==> src/rtl/i2s_transmitter_if.sv <==
// AXI-Stream sample channel feeding the I2S transmitter.
// The master drives beats and the transmitter (slave) returns TREADY.
interface i2s_transmitter_if #(
    parameter int unsigned DATA_WIDTH = 32
);
    logic                  S_AXIS_TVALID;
    logic [DATA_WIDTH-1:0] S_AXIS_TDATA;
    logic                  S_AXIS_TLAST;
    logic                  S_AXIS_TREADY;

    modport master (
        output S_AXIS_TVALID,
        output S_AXIS_TDATA,
        output S_AXIS_TLAST,
        input  S_AXIS_TREADY
    );

    modport slave (
        input  S_AXIS_TVALID,
        input  S_AXIS_TDATA,
        input  S_AXIS_TLAST,
        output S_AXIS_TREADY
    );
endinterface

==> src/rtl/i2s_transmitter.sv <==
// I2S master transmitter: buffers one stereo pair from AXI-Stream and serialises it MSB first,
// sending silence and pulsing underrun when no pair is pending at a frame boundary.
module i2s_transmitter #(
    parameter int unsigned DATA_WIDTH = 32,
    parameter int unsigned SCK_DIV    = 4
) (
    input  logic                S_AXIS_ACLK,
    input  logic                S_AXIS_ARESET,
    i2s_transmitter_if.slave    s_axis,
    output logic                sck,
    output logic                ws,
    output logic                sd,
    output logic                underrun,
    output logic                misalign
);
    localparam int unsigned CNT_W  = (SCK_DIV > 1) ? $clog2(SCK_DIV) : 1;
    localparam int unsigned SLOT_W = $clog2(DATA_WIDTH);
    localparam logic [CNT_W-1:0]  CNT_LAST  = CNT_W'(SCK_DIV - 1);
    localparam logic [SLOT_W-1:0] SLOT_LAST = SLOT_W'(DATA_WIDTH - 1);

    typedef enum logic {StExpectL, StExpectR} in_state_e;

    logic [CNT_W-1:0]      r_cnt,    w_cnt_next;
    logic                  r_sck,    w_sck_next;
    logic                  r_ws,     w_ws_next;
    logic                  r_sd,     w_sd_next;
    logic [SLOT_W-1:0]     r_slot,   w_slot_next;
    logic                  r_ch,     w_ch_next;
    logic [DATA_WIDTH-1:0] r_sh_l,   w_sh_l_next;
    logic [DATA_WIDTH-1:0] r_sh_r,   w_sh_r_next;
    logic [DATA_WIDTH-1:0] r_pend_l, w_pend_l_next;
    logic [DATA_WIDTH-1:0] r_pend_r, w_pend_r_next;
    logic                  r_pend_full, w_pend_full_next;
    in_state_e             r_state,  w_state_next;
    logic                  r_tready, w_tready_next;
    logic                  r_underrun, w_underrun_next;
    logic                  r_misalign, w_misalign_next;

    logic                  w_tc;
    logic                  w_fall;
    logic                  w_hs;
    logic [SLOT_W-1:0]     w_bit_idx;
    logic                  w_bit;

    always_ff @(posedge S_AXIS_ACLK or posedge S_AXIS_ARESET) begin
        if (S_AXIS_ARESET) begin
            r_cnt       <= '0;
            r_sck       <= 1'b0;
            r_ws        <= 1'b1;
            r_sd        <= 1'b0;
            r_slot      <= SLOT_LAST;
            r_ch        <= 1'b1;
            r_sh_l      <= '0;
            r_sh_r      <= '0;
            r_pend_l    <= '0;
            r_pend_r    <= '0;
            r_pend_full <= 1'b0;
            r_state     <= StExpectL;
            r_tready    <= 1'b0;
            r_underrun  <= 1'b0;
            r_misalign  <= 1'b0;
        end else begin
            r_cnt       <= w_cnt_next;
            r_sck       <= w_sck_next;
            r_ws        <= w_ws_next;
            r_sd        <= w_sd_next;
            r_slot      <= w_slot_next;
            r_ch        <= w_ch_next;
            r_sh_l      <= w_sh_l_next;
            r_sh_r      <= w_sh_r_next;
            r_pend_l    <= w_pend_l_next;
            r_pend_r    <= w_pend_r_next;
            r_pend_full <= w_pend_full_next;
            r_state     <= w_state_next;
            r_tready    <= w_tready_next;
            r_underrun  <= w_underrun_next;
            r_misalign  <= w_misalign_next;
        end
    end

    always_comb begin
        w_cnt_next       = r_cnt;
        w_sck_next       = r_sck;
        w_ws_next        = r_ws;
        w_sd_next        = r_sd;
        w_slot_next      = r_slot;
        w_ch_next        = r_ch;
        w_sh_l_next      = r_sh_l;
        w_sh_r_next      = r_sh_r;
        w_pend_l_next    = r_pend_l;
        w_pend_r_next    = r_pend_r;
        w_pend_full_next = r_pend_full;
        w_state_next     = r_state;
        w_underrun_next  = 1'b0;
        w_misalign_next  = 1'b0;

        w_tc      = (r_cnt == CNT_LAST);
        w_fall    = w_tc && r_sck;
        w_hs      = s_axis.S_AXIS_TVALID && r_tready;
        w_bit_idx = SLOT_LAST - r_slot;
        w_bit     = r_ch ? r_sh_r[w_bit_idx] : r_sh_l[w_bit_idx];

        if (w_tc) begin
            w_cnt_next = '0;
            w_sck_next = ~r_sck;
        end else begin
            w_cnt_next = r_cnt + CNT_W'(1);
        end

        if (w_fall) begin
            w_sd_next = w_bit;
            w_ws_next = (r_slot == SLOT_LAST) ? ~r_ch : r_ch;
            if (r_slot == SLOT_LAST) begin
                w_slot_next = '0;
                w_ch_next   = ~r_ch;
                // Frame boundary: the load sees only a pair completed in an earlier cycle.
                if (r_ch) begin
                    if (r_pend_full) begin
                        w_sh_l_next      = r_pend_l;
                        w_sh_r_next      = r_pend_r;
                        w_pend_full_next = 1'b0;
                    end else begin
                        w_sh_l_next     = '0;
                        w_sh_r_next     = '0;
                        w_underrun_next = 1'b1;
                    end
                end
            end else begin
                w_slot_next = r_slot + SLOT_W'(1);
            end
        end

        // TREADY implies pending is empty, so this never collides with the load above.
        if (w_hs) begin
            case (r_state)
                StExpectL: begin
                    if (s_axis.S_AXIS_TLAST) begin
                        w_misalign_next = 1'b1;
                    end else begin
                        w_pend_l_next = s_axis.S_AXIS_TDATA;
                        w_state_next  = StExpectR;
                    end
                end
                StExpectR: begin
                    if (s_axis.S_AXIS_TLAST) begin
                        w_pend_r_next    = s_axis.S_AXIS_TDATA;
                        w_pend_full_next = 1'b1;
                        w_state_next     = StExpectL;
                    end else begin
                        w_pend_l_next = s_axis.S_AXIS_TDATA;
                    end
                end
                default: w_state_next = StExpectL;
            endcase
        end

        w_tready_next = ~w_pend_full_next;
    end

    assign s_axis.S_AXIS_TREADY = r_tready;
    assign sck      = r_sck;
    assign ws       = r_ws;
    assign sd       = r_sd;
    assign underrun = r_underrun;
    assign misalign = r_misalign;
endmodule

==> src/flat_wrapper.sv <==
// flat-port wrapper written by rule: the top's interface ports become plain ports
module i2s_transmitter_flat 
#(
    parameter int unsigned DATA_WIDTH = 32,
    parameter int unsigned SCK_DIV    = 4
)
  (S_AXIS_ACLK, S_AXIS_ARESET, sck, ws, sd, underrun, misalign, s_axis_S_AXIS_TVALID, s_axis_S_AXIS_TDATA, s_axis_S_AXIS_TLAST, s_axis_S_AXIS_TREADY);
  i2s_transmitter_if #(.DATA_WIDTH(DATA_WIDTH)) s_axis_i ();
  input  logic S_AXIS_ACLK;
  input  logic S_AXIS_ARESET;
  output logic sck;
  output logic ws;
  output logic sd;
  output logic underrun;
  output logic misalign;
  input wire logic [$bits(s_axis_i.S_AXIS_TVALID)-1:0] s_axis_S_AXIS_TVALID;
  input wire logic [$bits(s_axis_i.S_AXIS_TDATA)-1:0] s_axis_S_AXIS_TDATA;
  input wire logic [$bits(s_axis_i.S_AXIS_TLAST)-1:0] s_axis_S_AXIS_TLAST;
  output wire logic [$bits(s_axis_i.S_AXIS_TREADY)-1:0] s_axis_S_AXIS_TREADY;
  assign s_axis_i.S_AXIS_TVALID = s_axis_S_AXIS_TVALID;
  assign s_axis_i.S_AXIS_TDATA = s_axis_S_AXIS_TDATA;
  assign s_axis_i.S_AXIS_TLAST = s_axis_S_AXIS_TLAST;
  assign s_axis_S_AXIS_TREADY = s_axis_i.S_AXIS_TREADY;
  i2s_transmitter #(.DATA_WIDTH(DATA_WIDTH), .SCK_DIV(SCK_DIV)) u_core (.S_AXIS_ACLK(S_AXIS_ACLK), .S_AXIS_ARESET(S_AXIS_ARESET), .s_axis(s_axis_i), .sck(sck), .ws(ws), .sd(sd), .underrun(underrun), .misalign(misalign));
endmodule
==> config.mk <==
export PLATFORM = sky130hd
export DESIGN_NAME = i2s_transmitter_flat
export DESIGN_NICKNAME = d
export VERILOG_FILES = /design/src/rtl/i2s_transmitter_if.sv /design/src/rtl/i2s_transmitter.sv /design/src/flat_wrapper.sv
export SDC_FILE = /design/constraint.sdc
export NUM_CORES = 1
export LEC_CHECK = 0
export CAP_MARGIN = 20
export CORE_ASPECT_RATIO = 1.1
export CORE_MARGIN = 5
export CORE_UTILIZATION = 55
export CTS_CLUSTER_DIAMETER = 100
export CTS_CLUSTER_SIZE = 25
export DETAILED_ROUTE_END_ITERATION = 16
export PLACE_DENSITY = 0.82
export REMOVE_ABC_BUFFERS = 1
export SETUP_SLACK_MARGIN = 0.15
export SLEW_MARGIN = 20
export SYNTH_ARGS = -nofsm -noshare
export SYNTH_HDL_FRONTEND = slang
export SYNTH_SLANG_ARGS = --single-unit
==> constraint.sdc <==
create_clock -name S_AXIS_ACLK -period 6.36 [get_ports S_AXIS_ACLK]
set_clock_uncertainty 0.15 [all_clocks]
set_input_delay 0.636 -clock S_AXIS_ACLK [delete_from_list [all_inputs] [get_ports S_AXIS_ACLK]]
set_output_delay 0.636 -clock S_AXIS_ACLK [all_outputs]
set_load 0.03 [all_outputs]
==> impl_metrics.toml, run 1 <==
[cells_and_area]
stdcell_area_sq_um = 7160
synthToLayoutAreaGrowth_pct = 17.7
antenna_cells = 0
final_common_cell = "nand2_1"
final_nets = 587
final_layout_size_suffix_gt1_share_pct = 19.8
final_cell_mix = "144 x nand2_1, 136 x dfrtp_1, 68 x o21ai_0"

[power]
swShare_pct = 20.6
p_int_mw = 1.54
power.density_nw_per_um2 = 272
seqPwrFrac_pct = 46.8
power_frac_clock_pct = 51.1
leakage_nw = 3.32
switchingPower_mw = 0.402
vdd.ir_drop.worst_mv = 0.133
pwr-share-comb_pct = 2.2

[clock_tree]
htree_levels = 4
numCtsBuffers = 17
clk_latency_ns = 0.42
cts_hold_buf = 0
post-cts-setup-buffers = 0
cts_sinks = 143
cts_resized = 0
cts.reportedPaths.clkPinSlew_ns = 0.06
cts_buffer_depth = 2
tritoncts = "yes"
cts_root_buf = "clkbuf_16"

[timing]
finalHoldViolations = 0
setup-tns-final_ns = 0
maxSlewViolCount = 0
max_slew.worst_pin.slew_ns = 0.905
finalSetupViolations = 0
final.period_utilization_pct = 42.8
slew_headroom_pct = 39.7
fin_crit_ns = 2.72
rsz0062_at_grt = "no"
max_freq_mhz = 367

[critical_path]
crit_arrival_ns = 2.85
crit_fanout = 23
critPathKind = "reg2reg"
crit_required_ns = 6.49
crit_path_end_kind = "flip-flop"
worst_setup_path_start_kind = "flip-flop"

[logic_synthesis]
yosys_register_bits = 143
ys_seq_area_share_pct = 59.0
syn_inst = 520
yosysWarnings = 0
syn_area_sq_um = 6080
avgSynthCellArea_sq_um = 11.7
synth.distinct_cells = 33

[detailed_routing]
antenna_left = 0
wl_per_cell_um = 17.0
wl_met1_um = 4860
drtIter0Drc = 212
vias = 3958
first_pass_iters = 4
routed_wirelength_um = 12000
drc = 0
top_layer_used = "met4"
vias_per_cell = 5.59
met2_length_um = 6430
met3WireLength_um = 443

[die]
dieArea_sq_um = 13300
die_y_um = 120
ios = 42
core_area_sq_um = 10900
rows = 40
start_util_pct = 56.0
fp.dieW_um = 110

[placement]
dp_hpwl_um = 7270
dpl-instance-area_sq_um = 6550
place_congestion = 0.742
portBuffers = 41

[run_status]
status = "finished clean"

[hold_path]
hold_class = "reg2reg"

[grt]
grt_pass1_vias = 4181
grt_first_pass_wirelength_um = 20300
antenna_found_initial = 0
grt_max_degree = 94
grt_use_total_pct = 20.0
grt_overflow = 0

[job]
cap_viol_max_count = 0
worst paths after layout:
kind,slack (ns),startpoint,endpoint,cells past startpoint
max,3.64,u_core.r_slot[0]$_DFFE_PP1N_,u_core.sd$_DFFE_PP0N_,5
min,0.31,u_core.r_cnt[0]$_DFF_PP0_,u_core.r_cnt[0]$_DFF_PP0_,1
max reg2reg,3.64,u_core.r_slot[0]$_DFFE_PP1N_,u_core.sd$_DFFE_PP0N_,5
min reg2reg,0.31,u_core.r_cnt[0]$_DFF_PP0_,u_core.r_cnt[0]$_DFF_PP0_,1
max in group asynchronous,4.34,S_AXIS_ARESET,u_core.r_pend_l[19]$_DFFE_PP0P_,3
min in group asynchronous,0.60,S_AXIS_ARESET,u_core.r_pend_r[7]$_DFFE_PP0P_,2
power groups by stage:
stage / clock network (mW) / logic, mW / registers (mW)
after CTS: 1.00 / 0.0441 / 0.910
after global placement: 0 / 0.0422 / 0.926
after floorplan: 0 / 0.0137 / 0.927
after global routing: 1.04 / 0.0481 / 0.910
final: 0.994 / 0.0424 / 0.910
after detailed placement: 0 / 0.0439 / 0.926
synthesized netlist by cell type:
cell type | instances | area share (%)
a2111oi_0 | 2 | 0.29
a311oi_1 | 1 | 0.14
a31oi_1 | 2 | 0.21
and2_1 | 2 | 0.21
and3_1 | 1 | 0.10
buf_2 | 4 | 0.33
buf_4 | 1 | 0.12
buf_6 | 1 | 0.19
clkbuf_1 | 30 | 1.9
dfrtp_1 | 137 | 56
dfstp_2 | 6 | 2.6
ha_1 | 3 | 0.62
inv_1 | 2 | 0.12
mux2_2 | 64 | 12
mux2i_1 | 6 | 0.99
mux4_1 | 12 | 5.2
mux4_2 | 3 | 1.1
nand2_1 | 144 | 8.9
nand2b_1 | 4 | 0.41
nand3_1 | 4 | 0.33
nand3b_1 | 2 | 0.25
nand4_1 | 2 | 0.21
nor2_1 | 5 | 0.31
nor2b_1 | 4 | 0.41
nor3_1 | 1 | 0.082
nor3b_1 | 2 | 0.25
nor4b_1 | 1 | 0.14
o21ai_0 | 68 | 5.6
o22ai_1 | 1 | 0.10
o311a_1 | 1 | 0.16
o31ai_1 | 1 | 0.12
or2_2 | 1 | 0.10
xor2_1 | 2 | 0.29
area by class of cell:
| cell class | instances | area [sq um] |
|---|---|---|
| fill | 770 | 3700 |
| tap | 147 | 184 |
| inverter | 2 | 12.5 |
| timing repair buffer | 45 | 440 |
| clock inverter | 14 | 168 |
| clock buffer | 18 | 429 |
| sequential | 143 | 3590 |
| multi-input combinational | 339 | 2330 |
metal layers:
layer	vias to the layer above	global-route usage (%)
met5	-	0
met4	0	8.08
met3	27	5.02
met2	97	33.6
met1	1984	24.5
li1	1850	-
flip-flops by register name (all words and copies together), names as in the netlist:
register and count:
u_core.misalign 1, u_core.r_ch 1, u_core.r_cnt 2, u_core.r_pend_full 1, u_core.r_pend_l 32, u_core.r_pend_r 32, u_core.r_sh_l 32, u_core.r_sh_r 32
u_core.r_slot 5, u_core.r_state 1, u_core.s_axis.S_AXIS_TREADY 1, u_core.sck 1, u_core.sd 1, u_core.underrun 1
cell families after synthesis:
| logic type | after synthesis | share of synthesized area [%] |
|---|---|---|
| AO/OA/AOI/OAI | 76 | 6.63 |
| XOR/XNOR | 2 | 0.288 |
| adder cells (fa/ha/maj) | 3 | 0.618 |
| buffers and inverters | 38 | 2.61 |
| flip-flops | 143 | 59.0 |
| multiplexers | 85 | 19.1 |
| AND/OR/NAND/NOR | 173 | 11.7 |
worst max-delay path: stages, from the launching register on:
cell,delay [ns]
dfstp_2,0.92
mux4_1,0.61
nor2b_1,0.14
a2111oi_0,0.46
o311a_1,0.25
a311oi_1,0.05
per-stage QoR:
| step | std cells | utilization [%] | power [mW] | hold slack, ns | worst slack [ns] |
|---|---|---|---|---|---|
| final | 708 | 65.9 | 1.95 | 0.312 | 3.64 |
| after detailed placement | 676 | 60.3 | 0.970 | 0.303 | 3.57 |
| after CTS | 708 | 65.8 | 1.96 | 0.310 | 3.66 |
| after floorplan | 484 | - | 0.940 | 0.260 | 1.75 |
| after global routing | 708 | 65.9 | 2.00 | 0.325 | 3.49 |
| after global placement | 676 | 60.3 | 0.969 | 0.270 | 3.64 |
No activity file was read; power rests on OpenSTA's default activity.
==> run 2: changes to the inputs <==
Settings changed: CORE_UTILIZATION 55 to 53, PLACE_DENSITY 0.82 to 0.83.
Clock period 6.36 ns to 2.2 ns, I/O delays scaled along.
==> run 2 against run 1 <==
  * The flow now finishes with violations (setup timing)
  * Core utilization is 2.3 points higher
  * Sequential power grew to 2.9 times the previous value
  * Total power grew to 3.1 times the previous value
  * Hold slack worse by 0.026 ns
  * Cell count is 4.5% higher
  * Routed wire length is 18% higher
  * Critical path depth is 1 higher
  * Sequential cell count stayed put
  * Global-route usage is 1.8 points higher
  * Via count is 8.5% higher
  * Critical path type unchanged
  * Critical endpoint unchanged
  * Largest power group unchanged
==> impl_metrics.toml, run 2 (synthesis gave the netlist of run 1 again) <==
[run_status]
status = "finished with violations"
violations = "setup timing"

[critical_path]
worst_setup_path_start_kind = "flip-flop"
max_stage_delay_ns = 0.58
crit_fanout = 6
critPathKind = "reg2reg"
crit_family = "multiplexers"
crit_path_end_kind = "flip-flop"
crit_arrival_ns = 2.41
crit_required_ns = 2.32
cpMaxStageDelayCell = "dfstp_2"
critical_path.cell_chain = "buf_12 > mux4_2 > mux4_2 > nand2_1 > o311a_1 > a311oi_1"
crit_path_frequent_cell = "mux4_2"
timing.critical_path.buf_inv = 1

[clock_tree]
tritoncts = "yes"
cts.reportedPaths.clkPinSlew_ns = 0.06
cts_sinks = 143
cts_root_buf = "clkbuf_16"
cts_buffer_depth = 2
htree_levels = 4
clk_latency_ns = 0.43
numCtsBuffers = 17

[cells_and_area]
final_cell_count_no_fill = 740
final_nets = 616
final_cell_mix = "142 x nand2_1, 136 x dfrtp_1, 64 x mux2_2"
stdcell_area_sq_um = 7730
final_layout_size_suffix_gt1_share_pct = 27.1
synthToLayoutAreaGrowth_pct = 27.1
antenna_cells = 0
final_common_cell = "nand2_1"
fin_util_pct = 68.1

[detailed_routing]
vias = 4294
drc = 0
vias_per_cell = 5.80
first_pass_iters = 5
wl_per_cell_um = 19.2
drtIter0Drc = 307
antenna_left = 0
routed_wirelength_um = 14200

[placement]
dpl-instance-area_sq_um = 6760
dp_slack_ns = -0.0824
dp_hpwl_um = 7810
dp_cells = 694
place_congestion = 0.794
portBuffers = 41

[grt]
grt_overflow = 0
grt_max_degree = 67
grt_first_pass_wirelength_um = 23500
antenna_found_initial = 0
grt_pass1_vias = 4732
grt_use_total_pct = 21.8

[die]
die_y_um = 122
ios = 42
start_util_pct = 53.6
core_area_sq_um = 11300
fp.dieW_um = 112
dieArea_sq_um = 13700
rows = 41

[timing]
maxSlewViolCount = 0
fin_crit_ns = 2.29
rsz0062_at_grt = "yes"
setup_ws_ns = -0.0904
final.period_utilization_pct = 104
finalHoldViolations = 0
finalSetupViolations = 54
max_slew.worst_pin.slew_ns = 0.368
setup-tns-final_ns = -1.63
slew_headroom_pct = 74.8
max_freq_mhz = 437

[job]
cap_viol_max_count = 0

[power]
leakage_nw = 3.57
vdd.ir_drop.worst_mv = 0.402
power.density_nw_per_um2 = 770

[hold_path]
hold_class = "in2reg"
-- run 2: cell types whose count changed in the layout (fill, tap and decap cells not counted), moves of 3 or more --
cell	delta
o21ai_0	-33
mux4_2	+6
buf_12	+8
mux4_1	-6
o21ai_1	+27
clkinv_4	+3
buf_6	+4
clkinvlp_4	-3
o21ai_2	+6
bufbuf_16	+3
buf_4	+10
-- run 2: final cells by class --
class	count	area (sq um)
Clock buffer	19	443
Clock inverter	13	213
Fill cell	722	3610
Inverter	2	10.0
Multi-Input combinational cell	339	2390
Sequential cell	143	3590
Tap cell	150	188
Timing Repair Buffer	74	895
-- run 2: power by group --
| part | switching [mW] | total [mW] | internal, mW | leakage [nW] |
|---|---|---|---|---|
| combinational | 0.0694 | 0.136 | 0.0671 | 1.29 |
| sequential | 0 | 2.63 | 2.63 | 1.97 |
| clock | 1.14 | 3.18 | 2.05 | 0.309 |
| total | 1.21 | 5.95 | 4.74 | 3.57 |
-- run 2: path summary, 6_finish.rpt --
| kind | startpoint | slack, ns | end | depth (start not counted) |
|---|---|---|---|---|
| setup reg to reg | u_core.r_slot[0]$_DFFE_PP1N_ | -0.09 | u_core.sd$_DFFE_PP0N_ | 6 |
| hold / removal | s_axis_S_AXIS_TDATA[3] | 0.29 | u_core.r_pend_r[3]$_DFFE_PP0P_ | 2 |
| min in group asynchronous | S_AXIS_ARESET | 0.47 | u_core.r_pend_l[4]$_DFFE_PP0P_ | 3 |
| max in group asynchronous | S_AXIS_ARESET | 0.86 | u_core.r_slot[2]$_DFFE_PP1N_ | 4 |
| hold reg to reg | u_core.r_cnt[0]$_DFF_PP0_ | 0.30 | u_core.r_cnt[0]$_DFF_PP0_ | 1 |
| setup / recovery | u_core.r_slot[0]$_DFFE_PP1N_ | -0.09 | u_core.sd$_DFFE_PP0N_ | 6 |
-- run 2: timing repair --
item                       4_1_cts  5_1_grt
cloned                           4        2
hold buffers                     1        0
setup endpoints to repair       71       70
setup buffers                    5        2
hold endpoints to repair        10        0
gates resized for setup         40       27
pin swaps                        5        1
-- run 2: stage by stage --
step / hold WS (ns) / power (mW)
after global routing: 0.292 / 6.10
after floorplan: 0.221 / 2.72
after detailed placement: 0.281 / 2.82
after global placement: 0.270 / 2.81
after CTS: 0.278 / 5.98
final: 0.286 / 5.95
-- run 2: layer usage --
metal / global-route usage, % / wire [um] / up-vias
met5: 0 / 0 / -
met4: 9.47 / 379 / 0
met3: 4.88 / 648 / 37
met2: 37.7 / 7370 / 154
met1: 26.5 / 5780 / 2202
li1: - / - / 1901
==> run 3: changes to the inputs <==
Settings changed: REMOVE_ABC_BUFFERS 1 to default.
==> run 3 against run 2 <==
  * The flow still finishes with violations (setup timing)
  * Register-to-register slack got worse by 0.26 ns
  * Total power is 2.2% lower
  * Clock-buffer cell count is 9 higher
==> impl_metrics.toml, run 3 (synthesis gave the netlist of run 1 again) <==
[run_status]
status = "finished with violations"
violations = "setup timing"

[power]
leakage_nw = 3.97
totalPowerFinal_mw = 5.82
power.density_nw_per_um2 = 663
vdd.ir_drop.worst_mv = 0.598

[timing]
final.period_utilization_pct = 116
setup-tns-final_ns = -11.76
rsz0062_at_grt = "yes"
fin_crit_ns = 2.55
slew_headroom_pct = 62.8
holdWs_ns = 0.107
maxSlewViolCount = 0
finalHoldViolations = 0
max_freq_mhz = 392
max_slew.worst_pin.slew_ns = 0.558
setup_ws_ns = -0.354
finalSetupViolations = 68

[grt]
grt_max_degree = 90
grt_overflow = 0
grt_pass1_vias = 5138
grt_use_total_pct = 28.3
antenna_found_initial = 0
grt_first_pass_wirelength_um = 29500

[die]
fp.dieW_um = 112
rows = 41
start_util_pct = 53.6
ios = 42
die_y_um = 122
core_area_sq_um = 11300
dieArea_sq_um = 13700

[critical_path]
r2r_cells = 11
crit_start = "u_core.r_slot[0]$_DFFE_PP1N_"
critPathKind = "reg2reg"
reg2reg_slack_ns = -0.35
timing.rr.end = "u_core.r_sh_r[15]$_DFFE_PP0P_"
critical_path.cell_chain = "buf_12 > buf_4 > buf_6 > ha_4 > and3_4 > nand4_1 > buf_6 > buf_12 > buf_12 > buf_16 > o21ai_2"
cpMaxStageDelayCell = "dfstp_2"
crit_path_end_kind = "flip-flop"
reg2reg_from = "u_core.r_slot[0]$_DFFE_PP1N_"
crit_arrival_ns = 2.73
crit_fanout = 7
crit_path_frequent_cell = "buf_12"
max_stage_delay_ns = 0.62
crit_required_ns = 2.38
worst_setup_path_start_kind = "flip-flop"

[clock_tree]
cts_sinks = 143
cts_buffer_depth = 2
cts.reportedPaths.clkPinSlew_ns = 0.06
htree_levels = 4
tritoncts = "yes"
cts_root_buf = "clkbuf_16"
clk_latency_ns = 0.44
numCtsBuffers = 17

[cells_and_area]
stdcell_area_sq_um = 8770
ff_latch_area_sq_um = 3590
final_cell_mix = "136 x dfrtp_1, 88 x nand2_1, 64 x mux2_2"
fin_util_pct = 77.4
synthToLayoutAreaGrowth_pct = 44.3
filler_cell_count = 532
antenna_cells = 0
final_common_cell = "dfrtp_1"
multi_input_area_sq_um = 2970
final_layout_size_suffix_gt1_share_pct = 45.2
final_cell_count_no_fill = 760
final_nets = 636

[detailed_routing]
vias_per_cell = 6.74
vias = 5120
antenna_left = 0
first_pass_iters = 6
wl_per_cell_um = 29.0
drc = 0
routed_wirelength_um = 22000
drtIter0Drc = 653

[placement]
dp_slack_ns = -0.100
place_congestion = 0.882
dp_cells = 693
dp_hpwl_um = 8430
dpl-instance-area_sq_um = 6730
portBuffers = 41

[hold_path]
hold_class = "in2async"

[logic_synthesis]
syn_nets = 559

[job]
cap_viol_max_count = 0
==> run 3: cell count changes in the layout (fill, tap and decap cells not counted), moves of 7 or more <==
cell	previous run	this run
buf_12	8	18
buf_16	1	16
nand2_1	142	88
nand2_2	2	16
nand2_4	0	39
o21ai_0	35	0
o21ai_1	27	18
o21ai_2	6	43
o21ai_4	0	7
==> run 3: area by class of cell <==
class,instances,area share (%)
clock buffers,28,6.01
clock inverters,4,0.827
inverters,2,0.128
multi-input cells,339,33.9
flip-flops and latches,143,40.9
well taps,150,2.14
repair buffers,94,16.1
==> run 3: worst max-delay path, delay by kind of cell, from the launching register on <==
family	cells	cell delay, ns
AO/OA/AOI/OAI	1	0.23
adder cells (fa/ha/maj)	1	0.13
buffers and inverters	7	0.99
flip-flops	1	0.62
AND/OR/NAND/NOR	2	0.32
==> run 3: where the power goes <==
group	internal, mW	leakage, nW	switching [mW]
Sequential	2.63	1.97	0
Combinational	0.0639	1.71	0.0735
Clock	1.85	0.291	1.20
==> run 3: repair_timing <==
item | CTS | global route
endpoints found under the hold margin | 0 | 0
hold buffers | 0 | 0
resized for setup | 171 | 105
cloned | 16 | 3
endpoints found under the setup margin | 57 | 71
pin swaps | 12 | 25
setup buffers | 14 | 2
==> run 3: routing by layer <==
layer | share of wire [%] | vias up | track usage [%] | wire length, um
met5 | 0 | - | 0 | 0
met3 | 8.8 | 158 | 7.40 | 1940
met4 | 8.2 | 0 | 16.5 | 1800
li1 | - | 1952 | - | -
met2 | 47 | 457 | 46.7 | 10400
met1 | 36 | 2553 | 33.9 | 7910
==> run 3: worst max path at each step <==
stage,endpoint,cells past startpoint
floorplan,u_core.sd$_DFFE_PP0N_,6
global placement,u_core.sd$_DFFE_PP0N_,6
detailed placement,u_core.sd$_DFFE_PP0N_,6
CTS,u_core.sd$_DFFE_PP0N_,6
global route,u_core.r_sh_r[15]$_DFFE_PP0P_,11
finish,u_core.r_sh_r[15]$_DFFE_PP0P_,11
